File: src/rtl/seq_multiplier.sv
// Iterative shift-add multiplier: STEP multiplier bits per clock, optional two's-complement mode.
// Multiplies magnitudes, then negates the 2*WIDTH product when the operand signs differ.
module seq_multiplier #(
    parameter int WIDTH = 32,
    parameter int STEP  = 1
) (
    input  logic             clk,
    input  logic             rst_n,
    input  logic             start,
    input  logic             mode_signed,
    input  logic [WIDTH-1:0] A,
    input  logic [WIDTH-1:0] B,
    output logic             busy,
    output logic             done,
    output logic [WIDTH-1:0] LOW,
    output logic [WIDTH-1:0] HIGH
);

    localparam int N  = WIDTH / STEP;
    localparam int CW = (N > 1) ? $clog2(N) : 1;

    typedef enum logic [1:0] {IDLE, RUN, FINISH} state_t;

    state_t             state;
    logic [WIDTH-1:0]   mag_a;
    logic [WIDTH-1:0]   mag_b;
    logic               neg;
    logic [2*WIDTH-1:0] acc;
    logic [CW-1:0]      cnt;

    logic [WIDTH-1:0]   abs_a;
    logic [WIDTH-1:0]   abs_b;
    logic [2*WIDTH-1:0] partial;
    logic [2*WIDTH-1:0] product;

    // |-2^(WIDTH-1)| wraps to itself, which is the correct unsigned magnitude.
    assign abs_a   = (mode_signed && A[WIDTH-1]) ? (~A + WIDTH'(1)) : A;
    assign abs_b   = (mode_signed && B[WIDTH-1]) ? (~B + WIDTH'(1)) : B;
    assign partial = {{WIDTH{1'b0}}, mag_a} * {{(2*WIDTH-STEP){1'b0}}, mag_b[STEP-1:0]};
    assign product = neg ? ((~acc) + {{(2*WIDTH-1){1'b0}}, 1'b1}) : acc;

    always_ff @(posedge clk or negedge rst_n) begin
        if (!rst_n) begin
            state <= IDLE;
            mag_a <= '0;
            mag_b <= '0;
            neg   <= 1'b0;
            acc   <= '0;
            cnt   <= '0;
            busy  <= 1'b0;
            done  <= 1'b0;
            LOW   <= '0;
            HIGH  <= '0;
        end else begin
            case (state)
                IDLE: begin
                    done <= 1'b0;
                    if (start) begin
                        mag_a <= abs_a;
                        mag_b <= abs_b;
                        neg   <= mode_signed & (A[WIDTH-1] ^ B[WIDTH-1]);
                        acc   <= '0;
                        cnt   <= '0;
                        busy  <= 1'b1;
                        state <= RUN;
                    end
                end
                RUN: begin
                    acc   <= acc + (partial << (cnt * STEP));
                    mag_b <= mag_b >> STEP;
                    cnt   <= cnt + CW'(1);
                    if (cnt == CW'(N - 1)) begin
                        state <= FINISH;
                    end
                end
                FINISH: begin
                    {HIGH, LOW} <= product;
                    done  <= 1'b1;
                    busy  <= 1'b0;
                    state <= IDLE;
                end
                default: begin
                    state <= IDLE;
                end
            endcase
        end
    end

endmodule

File: config.mk
export PLATFORM = sky130hd
export DESIGN_NAME = seq_multiplier
export DESIGN_NICKNAME = d
export VERILOG_FILES = /design/src/rtl/seq_multiplier.sv
export SDC_FILE = /design/constraint.sdc
export NUM_CORES = 1
export LEC_CHECK = 0
export CAP_MARGIN = 20
export CORE_MARGIN = 3
export CORE_UTILIZATION = 44
export CTS_CLUSTER_DIAMETER = 30
export DETAILED_ROUTE_END_ITERATION = 6
export GPL_TIMING_DRIVEN = 0
export PLACE_DENSITY = 0.74
export RECOVER_POWER = 25
export SYNTH_ARGS = -nofsm -noshare
export SYNTH_HDL_FRONTEND = slang
export SYNTH_SLANG_ARGS = --single-unit
export TNS_END_PERCENT = 20
File: constraint.sdc
create_clock -name clk -period 4.9 [get_ports clk]
set_input_delay 1.47 -clock clk [delete_from_list [all_inputs] [get_ports clk]]
set_output_delay 1.47 -clock clk [all_outputs]
set_load 0.02 [all_outputs]
==> impl_metrics.yaml <==
flow_run:
  number_of_max_cap_violations: 1
layout:
  area_growth_synth_to_finish_pct: 23.8
  n_antenna_cell: 0
  layout_commonest_cell: "sky130_fd_sc_hd__nand2_1"
  finalCoreUtilization: 0.553
  layout.nets: 2329
  final_layout_size_suffix_gt1_frac: 0.0843
  final_cell_mix: "sky130_fd_sc_hd__nand2_1 (318), sky130_fd_sc_hd__o21ai_0 (234), sky130_fd_sc_hd__dfrtp_1 (200)"
  post_layout_nonfiller_instances: 2680
route:
  drtAntennaViolNets: 0
  route.vias.total: 16000
  drt-pass1-iter-count: 6
  post_drt_wl_per_cell_um: 20.2
  drt_first_iter_violations: 1375
  viasPerCell: 5.98
  drc_violations_left: 0
  postRouteWirelength_mm: 54.2
global_routing:
  grt_antenna_before_repair: 0
  global_route.overflow_total: 0
  grt_use_total: 0.276
  pin_count_of_the_biggest_net_entering_global_routing: 120
  via_count_of_the_first_global_routing_pass: 15700
  grt_first_pass_wirelength_mm: 85.4
clocking:
  clk_path_buf_depth: 3
  clkSinkCount: 202
  ctsRootBufferMaster: "sky130_fd_sc_hd__clkbuf_16"
  tritoncts_buffers: 45
  worst_setup_hold_path_clk_slew_ns: 0.05
  clk-insertion-delay-late_ns: 0.56
  hold_fix_buffers_at_cts: 0
  htree_levels: 2
  cts_tree: "yes"
synthesis:
  synth_sequential_area_ratio: 0.317
  synth_flop_cell: "sky130_fd_sc_hd__dfrtp_1"
  yosysWarningCount: 0
  synthCells: 2007
  syn_area_per_cell_um2: 7.93
  synth_fp_nets: 2152
  async_reset_ff_frac: 1.00
  synth-seq-cells: 202
  synth_edf_count: 0
  post_synthesis_instance_area_mm2: 0.0159
  ys_types: 77
sta:
  timing.final.crit_share: 0.971
  worst_slew_margin_rel: -0.434
  clock_skew_ns: 0.0178
  tightestPinTransition_ns: 2.15
  final.hold.worst_slack_ns: 0.476
  fmax_ghz: 0.210
  final.setup.worst_slack_ns: 0.142
  finalHoldViolCount: 0
  finalSetupViolCount: 0
  pins_over_their_slew_limit: 84
  min_period_ns: 4.76
placement:
  detailed_place_hpwl_mm: 42.2
  placed_cells: 2603
  dp_worst_setup_slack_ns: -0.955
  gp_congestion: 0.984
  portbufs: 133
power_and_ir_drop:
  cellLeakagePower_nw: 8.27
  power_density_mw_per_mm2: 745
  ir_worst_vdd_v: 0.000282
min_path:
  timing.hold.worst.start: "HIGH[8]"
  timing.hold.worst_endpoint: "HIGH[8]"
  min_delay_path_depth: 2
  hold_class: "reg -> reg"
critical_path:
  critical_path_peak_fanout: 10
  r2r_setup_slack_ns: 0.14
  crit_type: "reg -> reg"
  reg2regPathDepth: 19
  timing.critical_path.from_type: "flop"
  crit_arrival_ns: 5.20
  ff_to_ff_start: "cnt[0]"
  r2r_end: "acc[55]"
  cp-end-kind: "flop"
  worstPathRequired_ns: 5.34
run_status:
  violations: "max-capacitance violations, max-slew violations"
  run_status: "finished with violations"
die:
  floorplan.die.height_um: 196
  rows: 69
  initial_core_util: 0.447
  fp.coreArea_mm2: 0.0357
  top_level_ports: 134
  die_area_mm2: 0.0385
  die-width_um: 196
metrics by stage:
| step | instance area (µm²) | TNS [ns] | power, W |
|---|---|---|---|
| CTS | 19600 | -0.0125 | 0.0143 |
| finish | 19700 | 0 | 0.0147 |
| detailed placement | 17900 | -20.26 | 0.0109 |
| floorplan | 15900 | 0 | 0.00861 |
| global route | 19700 | -0.0544 | 0.0158 |
| global placement | 17800 | -1242.97 | 0.0108 |
cell type report:
| class | instances | area, µm² |
|---|---|---|
| clock buffers | 54 | 1230 |
| repair buffers | 143 | 1430 |
| plain buffers | 110 | 460 |
| well taps | 461 | 577 |
| fillers | 3336 | 15900 |
| flip-flops and latches | 202 | 5060 |
| inverters | 37 | 139 |
| multi-input cells | 1645 | 10400 |
| clock inverters | 28 | 379 |
synth_stat cells (all sizes together) (6+ instances only):
master  count  share of area
a22oi      23          0.011
or4        19         0.0094
mux2i      41          0.026
and3       10         0.0039
xor2      105          0.058
nand4      32          0.013
a31o        7         0.0038
a21boi      6         0.0028
mux4        9          0.013
xnor2      62          0.034
and2        9         0.0035
nand2     318          0.075
nor3       28         0.0095
a31oi      14         0.0055
o21a        7         0.0033
nand2b     13         0.0051
o211ai     12         0.0057
mux2       10         0.0071
or3        14         0.0058
nor2b      10         0.0039
or2         7         0.0028
buf        11         0.0031
clkbuf    112          0.026
nor4       14         0.0055
o22ai      40          0.016
nor2      138          0.033
nand3      41          0.013
o21bai     14         0.0066
o41ai      16          0.011
dfrtp     202           0.32
inv        35         0.0082
o21ai     298          0.094
ha         76          0.060
a21o       49          0.023
o31ai      27          0.014
a21oi     123          0.039
a211oi      7         0.0033
worst max-delay path: stages (launching register included):
cell and delay, ns:
sky130_fd_sc_hd__dfrtp_2 0.42, sky130_fd_sc_hd__buf_4 0.23, sky130_fd_sc_hd__mux2i_1 0.25, sky130_fd_sc_hd__nor2_1 0.06, sky130_fd_sc_hd__o21ai_0 0.26, sky130_fd_sc_hd__nor2_1 0.07, sky130_fd_sc_hd__a31o_2 0.24, sky130_fd_sc_hd__mux2i_1 0.33
sky130_fd_sc_hd__mux2i_1 0.23, sky130_fd_sc_hd__ha_1 0.44, sky130_fd_sc_hd__a21oi_1 0.12, sky130_fd_sc_hd__o21bai_1 0.13, sky130_fd_sc_hd__a21oi_1 0.13, sky130_fd_sc_hd__a21boi_0 0.16, sky130_fd_sc_hd__o31ai_2 0.50, sky130_fd_sc_hd__o211ai_1 0.13
sky130_fd_sc_hd__buf_4 0.17, sky130_fd_sc_hd__a211o_1 0.30, sky130_fd_sc_hd__a21o_1 0.18, sky130_fd_sc_hd__a32o_1 0.25
how the worst max path moves through the flow:
stage | start | to | depth (start not counted)
after floorplan | cnt[0] | acc[55] | 22
after global placement | rst_n | mag_b[14] | 1
after detailed placement | cnt[0] | acc[63] | 23
after CTS | cnt[0] | acc[57] | 19
after global routing | cnt[0] | acc[51] | 19
final | cnt[0] | acc[55] | 19
cell families after synthesis:
logic type      Yosys count  synth area share
mux                      60            0.0456
simple gates            664             0.188
fa+ha+maj                77            0.0610
compound gates          677             0.258
xor+xnor                167            0.0918
flops                   202             0.317
buf+inv                 160            0.0383
per-layer routing:
layer,up-vias,share of wire,GRT usage
met1,7665,0.43,0.372
met5,-,0,0
met4,0,0.038,0.112
li1,7637,-,-
met2,596,0.46,0.452
met3,118,0.065,0.0352
registers in the layout (all words and copies together) (netlist names):
| name | count |
|---|---|
| HIGH | 32 |
| LOW | 32 |
| acc | 64 |
| busy | 1 |
| cnt | 5 |
| done | 1 |
| mag_a | 32 |
| mag_b | 32 |
| neg | 1 |
| state | 2 |
report_power, final:
group,total [W],switching [W],internal [W]
logic,0.00853,0.00534,0.00319
registers,0.00299,0.000721,0.00227
clock network,0.00317,0.00104,0.00213
what timing repair did:
action / 4_1_cts / 5_1_grt
pin swaps: 3 / 2
setup buffers: 4 / 3
gates resized for setup: 40 / 46
endpoints found under the setup margin: 41 / 34
Power figures use the tool's default switching activity.
